--- config.mk ---
export PLATFORM = sky130hd
export DESIGN_NAME = ex_bus_bridge
export DESIGN_NICKNAME = d
export VERILOG_FILES = /design/src/rtl/ex_bus_bridge.sv
export SDC_FILE = /design/constraint.sdc
export NUM_CORES = 1
export LEC_CHECK = 0
export ABC_AREA = 1
export BUFFER_PORTS_ARGS = -buffer_cell sky130_fd_sc_hd__buf_2
export CAP_MARGIN = 20
export CORE_MARGIN = 1
export CORE_UTILIZATION = 40
export DETAILED_ROUTE_END_ITERATION = 10
export HOLD_SLACK_MARGIN = 0.08
export PLACE_DENSITY = 0.68
export SETUP_SLACK_MARGIN = 0.1
export SLEW_MARGIN = 20
export SYNTH_ARGS = -nofsm -noshare
export SYNTH_HDL_FRONTEND = slang
export SYNTH_SLANG_ARGS = --single-unit
--- constraint.sdc ---
create_clock -name clk -period 1.6 [get_ports clk]
set_input_delay 0.08 -clock clk [delete_from_list [all_inputs] [get_ports clk]]
set_output_delay 0.08 -clock clk [all_outputs]
set_load 0.005 [all_outputs]
--- src/rtl/ex_bus_bridge.sv ---
`default_nettype none
// ============================================================================
//  Module      : ex_bus_bridge
//  Description : Registered bridge between the core data-access port and the
//                peripheral bus. A core request is captured into registers
//                and presented on the bus as a valid/ready transaction. The
//                core is stalled through core_hold_o until the slave responds
//                or a timeout ends the transaction. A timeout sets a sticky
//                error flag and records the offending address.
//
//  Ports       :
//    clk, rst       - clock, synchronous active-high reset
//    core_addr_i    - core access address (already muxed by the core)
//    core_data_i    - core write data
//    core_req_i     - core access request
//    core_we_i      - 1 = write, 0 = read
//    core_data_o    - read data to core (valid in DONE only, else 0)
//    core_hold_o    - stall request to the core pipeline
//    m_addr_o       - bus address        (captured register)
//    m_data_o       - bus write data     (captured register)
//    m_we_o         - bus write enable   (captured register)
//    m_valid_o      - bus request valid  (high for the whole REQ state)
//    m_ready_i      - slave accepts/completes the transaction
//    m_data_i       - slave read data, sampled with m_ready_i
//    err_o          - sticky timeout flag
//    err_addr_o     - address of the most recent timed-out transaction
//    err_clr_i      - clears err_o (a coincident timeout takes priority)
//
//  Revision    : 1.0 - initial release
// ============================================================================
module ex_bus_bridge #(
    parameter int ADDR_W  = 32,
    parameter int DATA_W  = 32,
    parameter int TIMEOUT = 255
) (
    input  logic              clk,
    input  logic              rst,

    input  logic [ADDR_W-1:0] core_addr_i,
    input  logic [DATA_W-1:0] core_data_i,
    input  logic              core_req_i,
    input  logic              core_we_i,
    output logic [DATA_W-1:0] core_data_o,
    output logic              core_hold_o,

    output logic [ADDR_W-1:0] m_addr_o,
    output logic [DATA_W-1:0] m_data_o,
    output logic              m_we_o,
    output logic              m_valid_o,
    input  logic              m_ready_i,
    input  logic [DATA_W-1:0] m_data_i,

    output logic              err_o,
    output logic [ADDR_W-1:0] err_addr_o,
    input  logic              err_clr_i
);

    // ------------------------------------------------------------------------
    // Constants
    // ------------------------------------------------------------------------
    localparam int CNT_W = 16;

    // Last counter value allowed in REQ; reaching it without m_ready_i ends
    // the transaction, so REQ lasts at most TIMEOUT cycles.
    localparam logic [CNT_W-1:0] c_cnt_last = CNT_W'(TIMEOUT - 1);

    // ------------------------------------------------------------------------
    // State encoding
    // ------------------------------------------------------------------------
    typedef enum logic [1:0] {
        ST_IDLE = 2'd0,
        ST_REQ  = 2'd1,
        ST_DONE = 2'd2
    } state_t;

    state_t r_state;
    state_t w_state_next;

    // ------------------------------------------------------------------------
    // Registers
    // ------------------------------------------------------------------------
    logic [ADDR_W-1:0] r_addr;
    logic [DATA_W-1:0] r_wdata;
    logic              r_we;
    logic [CNT_W-1:0]  r_cnt;
    logic [DATA_W-1:0] r_rdata;
    logic              r_err;
    logic [ADDR_W-1:0] r_err_addr;

    // ------------------------------------------------------------------------
    // Control strobes from the next-state logic
    // ------------------------------------------------------------------------
    logic w_capture;    // latch the core request (IDLE with core_req_i)
    logic w_accept;     // slave responded in REQ
    logic w_timeout;    // REQ expired without a response
    logic w_cnt_inc;    // another wait state in REQ

    // ------------------------------------------------------------------------
    // State register
    // ------------------------------------------------------------------------
    always_ff @(posedge clk) begin
        if (rst) begin
            r_state <= ST_IDLE;
        end else begin
            r_state <= w_state_next;
        end
    end

    // ------------------------------------------------------------------------
    // Next-state and output decode
    // ------------------------------------------------------------------------
    always_comb begin
        w_state_next = r_state;
        w_capture    = 1'b0;
        w_accept     = 1'b0;
        w_timeout    = 1'b0;
        w_cnt_inc    = 1'b0;
        core_hold_o  = 1'b0;
        m_valid_o    = 1'b0;
        core_data_o  = '0;

        case (r_state)
            ST_IDLE: begin
                // The stall must be raised in the same cycle the request is
                // seen, since the core would otherwise advance on this edge.
                core_hold_o = core_req_i;
                if (core_req_i) begin
                    w_capture    = 1'b1;
                    w_state_next = ST_REQ;
                end
            end

            ST_REQ: begin
                core_hold_o = 1'b1;
                m_valid_o   = 1'b1;
                // The transaction runs to completion even if core_req_i
                // drops; a response in the expiry cycle beats the timeout.
                if (m_ready_i) begin
                    w_accept     = 1'b1;
                    w_state_next = ST_DONE;
                end else if (r_cnt == c_cnt_last) begin
                    w_timeout    = 1'b1;
                    w_state_next = ST_DONE;
                end else begin
                    w_cnt_inc    = 1'b1;
                end
            end

            ST_DONE: begin
                // Hold is released here so the core advances on this edge.
                // A core_req_i still high belongs to the finished access and
                // must not start a second transaction.
                core_data_o  = r_rdata;
                w_state_next = ST_IDLE;
            end

            default: begin
                w_state_next = ST_IDLE;
            end
        endcase
    end

    // ------------------------------------------------------------------------
    // Datapath: captured request, wait counter, read data
    // ------------------------------------------------------------------------
    always_ff @(posedge clk) begin
        if (rst) begin
            r_addr  <= '0;
            r_wdata <= '0;
            r_we    <= 1'b0;
            r_cnt   <= '0;
            r_rdata <= '0;
        end else begin
            if (w_capture) begin
                r_addr  <= core_addr_i;
                r_wdata <= core_data_i;
                r_we    <= core_we_i;
                r_cnt   <= '0;
            end else if (w_cnt_inc) begin
                r_cnt   <= r_cnt + CNT_W'(1);
            end

            // Writes and timeouts both return zero so the core never sees
            // stale read data from an earlier access.
            if (w_accept) begin
                r_rdata <= r_we ? '0 : m_data_i;
            end else if (w_timeout) begin
                r_rdata <= '0;
            end
        end
    end

    // ------------------------------------------------------------------------
    // Error reporting: sticky flag, set takes priority over clear
    // ------------------------------------------------------------------------
    always_ff @(posedge clk) begin
        if (rst) begin
            r_err      <= 1'b0;
            r_err_addr <= '0;
        end else begin
            if (w_timeout) begin
                r_err      <= 1'b1;
                r_err_addr <= r_addr;
            end else if (err_clr_i) begin
                r_err      <= 1'b0;
            end
        end
    end

    // ------------------------------------------------------------------------
    // Output mapping
    // ------------------------------------------------------------------------
    assign m_addr_o   = r_addr;
    assign m_data_o   = r_wdata;
    assign m_we_o     = r_we;
    assign err_o      = r_err;
    assign err_addr_o = r_err_addr;

endmodule
`default_nettype wire

Word-level counts from Yosys, hierarchy flattened
Index checks and enable logic that the tools add are counted.
- output and inout bits: 132
- bits in registers: 148
- logic and storage cells: 41
- input bits: 102
- reductions and logical operators: 5
- multiplexer cells: 22
- $add $sub $neg: 1
- equality and inequality tests: 5
- operator list (operator ; count):
    32-bit two-way mux ; 4
    16-bit by 1-bit adder with 16-bit output (second input constant) ; 1
    16-bit by 8-bit equality test with 1-bit output (second input constant) ; 1
    1-bit two-way mux ; 13
    2-bit two-way mux ; 3
    2-bit case mux with 2 select lines ; 1
    2-bit nonzero test ; 2
    3-bit inequality test (second input constant) ; 1
    2-bit by 1-bit equality test with 1-bit output (second input constant) ; 1
    2-bit equality test (second input constant) ; 1
    2-bit logical NOT ; 1
    2-bit inequality test (second input constant) ; 1
    1-bit case mux with 2 select lines ; 1
    2-bit AND reduction ; 1
    2-bit OR reduction ; 1

Depth between registers and ports, before layout
Gate-level depths: netlist of run 1.
- depth in word-level cells: 6
- depth in mapped cells: 10
- depth with buffers taken out: 10

Worst setup path after synthesis of run 1
OpenSTA, ideal clock, no wires.
- path type: register -> register
- start: reg r_cnt[0]
- end: reg r_rdata[25]
- stages on the path, launching flop included: 9
- slack: 0.174 ns
- library setup time: 0.070 ns
- data arrival time: 1.355 ns
- required time: 1.530 ns
- buffers on the path: 1
- period minus slack after synthesis: 1.426 ns
- cells stage by stage: dfxtp_1 -> inv_1 -> ha_1 -> nand3_1 -> nor2_4 -> nand3_4 -> clkbuf_1 -> nand3_1 -> a21oi_1
- word-level cells in the longest chain between the ends: 5
- ends and longest elaborated chain (what ; RTL line ; text):
    start, declared ; 85 ; logic [CNT_W-1:0] r_cnt;
    start signal, assigned ; 180 ; r_cnt <= r_cnt + CNT_W'(1);
    16-bit by 8-bit equality test with 1-bit output ; 141 ; end else if (r_cnt == c_cnt_last) begin
    1-bit two-way mux ; 141 ;
    1-bit two-way mux ; 138 ; if (m_ready_i) begin
    1-bit two-way mux ; 122 ; case (r_state)
    2-bit nonzero test (no source line) ; -- ;
    end signal, assigned ; 186 ; r_rdata <= r_we ? '0 : m_data_i;
    end, declared ; 86 ; logic [DATA_W-1:0] r_rdata;
No other way between the ends.
A chain may end at the register's enable or synchronous reset.

Worst setup path in the final report of run 1
- start: reg r_cnt[0]
- end: reg r_err_addr[3] (netlist: err_addr_o[3])
- word-level cells in the longest chain between the ends: 4
- ends and longest elaborated chain (what ; RTL line ; text):
    16-bit by 8-bit equality test with 1-bit output ; 141 ;
    1-bit two-way mux ; 141 ;
    1-bit two-way mux ; 138 ;
    1-bit two-way mux ; 122 ;
    end signal, assigned ; 203 ; r_err_addr <= r_addr;
    end, declared ; 88 ; logic [ADDR_W-1:0] r_err_addr;
No other way between the ends.

==> results of run 1 <==
-- layout make-up --
cell class | count | area [um2] | share of cell area (%)
inverter | 85 | 322 | 3.38
tap | 184 | 230 | 2.42
clock buffer | 19 | 433 | 4.56
timing repair buffer | 382 | 2780 | 29.2
multi-input combinational | 524 | 2570 | 27.1
sequential | 148 | 2970 | 31.2
clock inverter | 12 | 204 | 2.15
-- layer usage --
layer | wire length [um] | vias to the layer above | track usage [%] | part of all wire [%]
met4 | 465 | 0 | 11.4 | 2.4
met5 | 0 | - | 0 | 0
li1 | - | 3260 | - | -
met3 | 1330 | 38 | 7.15 | 6.9
met1 | 7820 | 3001 | 27.0 | 41
met2 | 9630 | 230 | 41.8 | 50
-- report_power, final --
group	internal [mW]	switching [mW]	leakage (nW)
Sequential	3.87	0.132	1.21
Clock	2.76	1.58	0.300
Combinational	0.563	0.552	2.69
-- worst reg2reg max path, stage by stage (launching register included) --
cell and delay [ns]:
sky130_fd_sc_hd__dfxtp_2 0.33, sky130_fd_sc_hd__inv_2 0.06, sky130_fd_sc_hd__ha_2 0.17, sky130_fd_sc_hd__nand3_2 0.10, sky130_fd_sc_hd__nor2_4 0.16, sky130_fd_sc_hd__nand3_4 0.11
sky130_fd_sc_hd__buf_12 0.16, sky130_fd_sc_hd__buf_12 0.14, sky130_fd_sc_hd__buf_4 0.14, sky130_fd_sc_hd__a21oi_2 0.11
-- synth_stat cells --
cell and n:
sky130_fd_sc_hd__nor2_1 186, sky130_fd_sc_hd__clkbuf_1 32, sky130_fd_sc_hd__nand2_1 95, sky130_fd_sc_hd__inv_2 4, sky130_fd_sc_hd__xnor2_1 3, sky130_fd_sc_hd__nand2_4 1, sky130_fd_sc_hd__nor2_4 4, sky130_fd_sc_hd__buf_6 3
sky130_fd_sc_hd__inv_1 80, sky130_fd_sc_hd__o21ai_0 73, sky130_fd_sc_hd__nand4_1 4, sky130_fd_sc_hd__buf_2 13, sky130_fd_sc_hd__nand2_2 2, sky130_fd_sc_hd__a21oi_1 75, sky130_fd_sc_hd__o21ai_1 25, sky130_fd_sc_hd__clkinv_1 1
sky130_fd_sc_hd__ha_1 2, sky130_fd_sc_hd__a21oi_2 5, sky130_fd_sc_hd__clkbuf_2 1, sky130_fd_sc_hd__xor2_1 4, sky130_fd_sc_hd__nor2_2 1, sky130_fd_sc_hd__nand3_4 1, sky130_fd_sc_hd__buf_4 1, sky130_fd_sc_hd__nand3_1 42
sky130_fd_sc_hd__o21bai_1 1, sky130_fd_sc_hd__dfxtp_1 148
-- how the worst max path moves through the flow --
| stage | from | end | slack, ns |
|---|---|---|---|
| 3_3_place_gp | r_cnt[0]$_SDFFE_PP0P_ | err_addr_o[13]$_SDFFE_PP0P_ | 0.14 |
| 6_report | r_cnt[0]$_SDFFE_PP0P_ | err_addr_o[3]$_SDFFE_PP0P_ | 0.08 |
| 4_1_cts | r_cnt[0]$_SDFFE_PP0P_ | err_addr_o[15]$_SDFFE_PP0P_ | 0.1 |
| 3_5_place_dp | r_cnt[0]$_SDFFE_PP0P_ | err_addr_o[17]$_SDFFE_PP0P_ | 0.10 |
| 5_1_grt | r_cnt[0]$_SDFFE_PP0P_ | err_addr_o[3]$_SDFFE_PP0P_ | 0.005 |
| 2_1_floorplan | r_cnt[0]$_SDFFE_PP0P_ | r_rdata[25]$_SDFFE_PP0P_ | 0.17 |
-- flip-flops by register name, summed over array words and instances (netlist names) --
signal,flops
r_rdata,32
r_cnt,16
m_we_o,1
err_addr_o,32
m_data_o,32
err_o,1
r_state,2
m_addr_o,32
-- kinds of logic after synthesis --
logic type | after synthesis | share of synthesized area (%)
AOI/OAI and AO/OA | 179 | 15.5
buffers and inverters | 135 | 9.33
xor gates and xnor gates | 7 | 1.04
DFF | 148 | 50.2
adders and majority gates | 2 | 0.424
and+or+nand+nor | 336 | 23.4
-- metrics by stage --
stage,utilization [%],power [mW],setup slack (ns)
2_1_floorplan,-,4.47,0.174
3_3_place_gp,51.6,4.90,0.144
3_5_place_dp,51.6,4.91,0.103
4_1_cts,62.9,9.42,0.0995
5_1_grt,65.6,9.82,0.00545
6_report,65.6,9.46,0.0835
-- what timing repair did --
action | CTS | global route
setup endpoints to repair | 18 | 92
hold buffers | 99 | 0
gates cloned | 0 | 7
pin swaps | 2 | 4
hold endpoints to repair | 99 | 0
gates resized for setup | 1 | 81
setup buffers | 1 | 3
==> metrics.md, run 1 <==
| Metric | Value |
|---|---|
| Library cell with the largest summed area after synthesis | sky130_fd_sc_hd__dfxtp_1 |
| Most numerous cell on the critical path | sky130_fd_sc_hd__buf_12 |
| WP buf/inv | 4 |
| Summed area of non-filler cells in the final layout | 9500 um2 |
| Clock skew after layout | 0.00629 ns |
| Number of endpoints failing setup at the final stage | 0 |
| Capture instance of the worst register-to-register path | err_addr_o[3]$_SDFFE_PP0P_ |
| Worst EP arrival | 1.88 ns |
| Cells traversed along the worst timing path | inv_2 -> ha_2 -> nand3_2 -> nor2_4 -> nand3_4 -> buf_12 -> buf_12 -> buf_4 -> a21oi_2 |
| Netlist area before placement | 5900 um2 |
| Cell Pwr Density | 995 nW/um2 |
| Final weighted congestion of routability-driven global placement | 0.841 |
| Instance count of the mapped netlist | 807 |
| Sink Count | 148 |
| Final HPWL from detailed placement | 11200 um |
| TritonCTS clock tree | built |
| Clock tree root driver cell | sky130_fd_sc_hd__clkbuf_16 |
| Worst path required time | 1.96 ns |
| Total routed wirelength | 19300 um |
| Period utilisation layout | 94.8% |
| Maximum clock path buffer count | 2 |
| Fmax | 0.659 GHz |
| Kind of launch point of the worst setup path | flop |
| All-Layer GR Usage | 24.1% |
| Die Area | 15200 um2 |
| Vias in the first global route | 6112 |
| Hold Path Stages | 4 |
| Most frequent cells in the layout | sky130_fd_sc_hd__buf_2 (233), sky130_fd_sc_hd__nor2_1 (182), sky130_fd_sc_hd__dfxtp_1 (145), sky130_fd_sc_hd__dlygate4sd3_1 (99), sky130_fd_sc_hd__nand2_1 (93) |
| Slowest stage cell, crit path | sky130_fd_sc_hd__dfxtp_2 |
| RSZ-0062 raised after global routing | yes |
| Antenna-violating nets left | 0 |
| Unique masters post-synth | 26 |
| Number of stages on the worst setup path | 9 |
| Maximum number of pins on one net before global-route repair | 66 |
| Clock transition time at the flip-flop clock pins of the worst setup and hold paths | 0.06 ns |
| Largest cells by area after synthesis | sky130_fd_sc_hd__dfxtp_1 (50%), sky130_fd_sc_hd__nor2_1 (12%), sky130_fd_sc_hd__a21oi_1 (6.4%) |
| Most frequent standard cell in the layout excluding fill and tap cells | sky130_fd_sc_hd__buf_2 |
| First-pass GRT wire length | 28400 um |
| Setup TNS | 0 ns |
| IO Count | 234 |
| Min-Delay Startpoint | core_req_i |
| Die Wd | 123 um |
| Final antenna diode count | 0 |
| Post-route worst hold slack | 0.171 ns |
| Destination of the worst hold path | r_state[0]$_SDFFE_PP0P_ |
| Initial Utilization | 40.7% |
| Total placed instance area | 7470 um2 |
| Top cell type's share of synthesized area | 50.2% |
| #FFs+latches synth | 148 |
| Capturing element type of the critical path | flop |
| Final slew viol count | 0 |
| Least-Margin Pin Slew | 0.554 ns |
| Share of layout cells above drive strength 1 | 32.6% |
| Number of fill cells in the layout | 1185 |
| Final critical delay including setup and external delays | 1.52 ns |
| Proportion of synthesized chip area in sequential cells | 50.2% |
| Kind of critical path | reg -> reg |
| Routed WL per cell | 14.2 um |
| Synth warnings | 0 |
| Via Count | 6529 |
| # H-tree levels | 4 |
| Max Fanout on Critical Path | 8 |
| Latest clock arrival within the worst-skew pair | 0.42 ns |
| Final routed DRC violation total | 0 |
| Number of hold violations in the final report | 0 |
| Class of the most critical hold timing path | in -> reg |
| Cell leakage power | 4.20 nW |
| Length in cells of the worst reg-to-reg path | 9 |
| NumNets Final | 1262 |
| Cell class contributing the biggest share of worst-path delay | buffers and inverters |
| Worst-case headroom to the max-slew limit | 63.0% |
| Largest incremental delay on the critical path | 0.33 ns |
| Worst flop-to-flop path startpoint | r_cnt[0]$_SDFFE_PP0P_ |
| Initial antenna violation count | 0 |
| Core outline area | 14500 um2 |
| Worst voltage drop across the vdd grid | 944 uV |
| Cell count after placement | 1213 |
| Syn_nets | 911 |
| Area Overhead vs Synth | 61.1% |
| Post-synthesis area per instance | 7.31 um2 |
| Site Rows | 44 |
| Die height | 123 um |
| Drt pass-1 iters | 5 |
| Maxcap violations | 0 |
| Via density per instance | 4.82 |
| GRT Residual Overflow | 0 |
| Status | completed |
| Number of standard cells in the layout, taps in and fillers out | 1354 |
| Clock buffer count from CTS | 17 |
| Iteration-0 DRC count of the detailed router | 368 |
| Reg-to-reg setup timing slack | 0.08 ns |
| Input/output buffers | 233 |
No activity file was read; power rests on OpenSTA's default activity.
==> run 2: changes to the inputs <==
Settings changed: RECOVER_POWER set to 50.
==> metrics.md, run 2 (same netlist as run 1, synthesis figures left out) <==
| Metric | Value |
|---|---|
| # H-tree levels | 4 (unchanged) |
| Cells traversed along the worst timing path | inv_2 -> ha_2 -> nand3_2 -> nor2_4 -> nand3_4 -> buf_12 -> buf_12 -> buf_4 -> a21oi_2 |
| Worst voltage drop across the vdd grid | 947 uV (+0.31%) |
| Reg-to-reg setup timing slack | 0.09 ns (about the same) |
| Die Wd | 123 um (unchanged) |
| Site Rows | 44 (unchanged) |
| Largest incremental delay on the critical path | 0.32 ns (about the same) |
| Share of layout cells above drive strength 1 | 25.6% (-7.1 points) |
| Sink Count | 148 (unchanged) |
| Final slew viol count | 0 (unchanged) |
| Final routed DRC violation total | 0 (unchanged) |
| IO Count | 234 (unchanged) |
| Core outline area | 14500 um2 (unchanged) |
| Internal Pwr Total | 7.16 mW (-0.44%) |
| Number of hold violations in the final report | 0 (unchanged) |
| Initial antenna violation count | 0 (unchanged) |
| All-Layer GR Usage | 24.1% (unchanged) |
| Worst path required time | 1.96 ns (about the same) |
| Worst EP arrival | 1.87 ns (about the same) |
| Most numerous cell on the critical path | sky130_fd_sc_hd__buf_12 |
| Drt pass-1 iters | 5 (unchanged) |
| Number of endpoints failing setup at the final stage | 0 (unchanged) |
| Routed WL per cell | 14.2 um (-0.43%) |
| Final weighted congestion of routability-driven global placement | 0.841 (unchanged) |
| Maxcap violations | 0 (unchanged) |
| Kind of critical path | reg -> reg |
| Via density per instance | 4.80 (-0.52%) |
| Max Fanout on Critical Path | 8 (unchanged) |
| Capturing element type of the critical path | flop |
| Iteration-0 DRC count of the detailed router | 350 (-4.9%) |
| Destination of the worst hold path | r_state[0]$_SDFFE_PP0P_ |
| Cell leakage power | 3.87 nW (-7.9%) |
| Worst flop-to-flop path startpoint | r_cnt[0]$_SDFFE_PP0P_ |
| Initial Utilization | 40.7% (unchanged) |
| Area Overhead vs Synth | 59.2% |
| Most frequent standard cell in the layout excluding fill and tap cells | sky130_fd_sc_hd__nor2_1 |
| Sw Share | 24.1% (+0.13 points) |
| Total power draw | 9.43 mW (-0.27%) |
| Capture instance of the worst register-to-register path | err_addr_o[3]$_SDFFE_PP0P_ |
| RSZ-0062 raised after global routing | yes |
| Antenna-violating nets left | 0 (unchanged) |
| Total routed wirelength | 19200 um (-0.43%) |
| Kind of launch point of the worst setup path | flop |
| First-pass GRT wire length | 28400 um (unchanged) |
| Period utilisation layout | 94.7% (-0.11 points) |
| Clock skew after layout | 0.00688 ns (+0.000587 ns) |
| Setup TNS | 0 ns (unchanged) |
| Min-Delay Startpoint | core_req_i |
| Final HPWL from detailed placement | 11200 um (unchanged) |
| Post-Route Utilization | 64.8% (-0.79 points) |
| Slowest stage cell, crit path | sky130_fd_sc_hd__dfxtp_2 |
| GRT Residual Overflow | 0 (unchanged) |
| TritonCTS clock tree | built |
| Class of the most critical hold timing path | in -> reg |
| Worst-case headroom to the max-slew limit | 62.8% (-0.22 points) |
| Maximum clock path buffer count | 2 (unchanged) |
| Die height | 123 um (unchanged) |
| Vias in the first global route | 6112 (unchanged) |
| Length in cells of the worst reg-to-reg path | 9 (unchanged) |
| Hold Path Stages | 4 (unchanged) |
| Latest clock arrival within the worst-skew pair | 0.42 ns (about the same) |
| Final critical delay including setup and external delays | 1.51 ns (-0.00183 ns) |
| Worst Setup Slack post-DPL | 0.103 ns (unchanged) |
| Final WS setup | 0.0853 ns (+0.00183 ns) |
| Clock power share | 46.1% (+0.2 points) |
| Clock tree root driver cell | sky130_fd_sc_hd__clkbuf_16 |
| Least-Margin Pin Slew | 0.557 ns (+0.00325 ns) |
| Final antenna diode count | 0 (unchanged) |
| Clock buffer count from CTS | 17 (unchanged) |
| Fmax | 0.660 GHz (+0.12%) |
| Most frequent cells in the layout | sky130_fd_sc_hd__nor2_1 (182), sky130_fd_sc_hd__buf_2 (152), sky130_fd_sc_hd__dfxtp_1 (145), sky130_fd_sc_hd__dlygate4sd3_1 (99), sky130_fd_sc_hd__nand2_1 (93) |
| Maximum number of pins on one net before global-route repair | 66 (unchanged) |
| Gate power share | 11.5% (-0.3 points) |
| Via Count | 6495 (-0.52%) |
| Status | completed |
| Die Area | 15200 um2 (unchanged) |
| Reg power frac | 42.4% (about the same) |
| Input/output buffers | 233 (unchanged) |
| Post-route worst hold slack | 0.162 ns (-0.00902 ns) |
| Net switching power figure | 2.27 mW (+0.26%) |
| Cell Pwr Density | 1000 nW/um2 (+0.94%) |
| Clock transition time at the flip-flop clock pins of the worst setup and hold paths | 0.06 ns (about the same) |
| Number of fill cells in the layout | 1236 (+4.3%) |
| NumNets Final | 1262 (unchanged) |
[run 2: cell count changes in the layout (fill, tap and decap cells not counted), sizes merged]
| cell | before | now |
|---|---|---|
| buf | 278 | 196 |
| clkbuf | 24 | 106 |
[run 2: worst max-delay path, delay by kind of cell (launching register included)]
| family | cells | cell delay, ns |
|---|---|---|
| compound gates | 1 | 0.11 |
| fa+ha+maj | 1 | 0.17 |
| buf+inv | 4 | 0.48 |
| simple gates | 3 | 0.37 |
| flops | 1 | 0.32 |
[run 2: how the worst max path moves through the flow]
stage                     startpoint  slack, ns                           to
6_report       r_cnt[0]$_SDFFE_PP0P_       0.09   err_addr_o[3]$_SDFFE_PP0P_
5_1_grt        r_cnt[0]$_SDFFE_PP0P_      0.005   err_addr_o[3]$_SDFFE_PP0P_
4_1_cts        r_cnt[0]$_SDFFE_PP0P_        0.1  err_addr_o[15]$_SDFFE_PP0P_
3_5_place_dp   r_cnt[0]$_SDFFE_PP0P_       0.10  err_addr_o[17]$_SDFFE_PP0P_
3_3_place_gp   r_cnt[0]$_SDFFE_PP0P_       0.14  err_addr_o[13]$_SDFFE_PP0P_
2_1_floorplan  r_cnt[0]$_SDFFE_PP0P_       0.17     r_rdata[25]$_SDFFE_PP0P_
[run 2: power groups by stage]
stage                     Sequential (mW)  Clock [mW]  Combinational (mW)
after detailed placement             4.05           0               0.863
after CTS                            3.97        4.40                1.05
after global placement               4.04           0               0.856
after global routing                 4.02        4.57                1.20
final                                4.00        4.35                1.08
after floorplan                      4.05           0               0.415
[run 2: layer usage]
metal  GRT usage [%]  part of all wire (%)  wire length, um  vias to the layer above
met5               0                     0                0                        -
met4            11.4                   2.9              555                        0
met3            7.15                   7.1             1360                       45
met2            41.8                    50             9500                      245
met1            27.0                    40             7760                     2948
li1                -                     -                -                     3257
[run 2: final cells by class]
type	count	area [um2]	area share, %
sequential	148	2970	31.6
timing repair buffer	382	2660	28.3
multi-input combinational	524	2570	27.4
clock buffer	19	433	4.61
inverter	85	322	3.42
tap	184	230	2.45
clock inverter	12	204	2.17
[run 2: repair_timing]
item                       CTS  global route
hold endpoints to repair    99             0
setup endpoints to repair   18            92
resized for setup            1            81
buffers inserted             1             3
gates cloned                 0             7
pin swaps                    2             4
hold buffers                99             0
[run 2: metrics by stage]
step           instance area, um2  std cells
2_1_floorplan                5900        807
3_3_place_gp                 7470       1213
3_5_place_dp                 7470       1213
4_1_cts                      9110       1344
5_1_grt                      9390       1354
6_report                     9390       1354
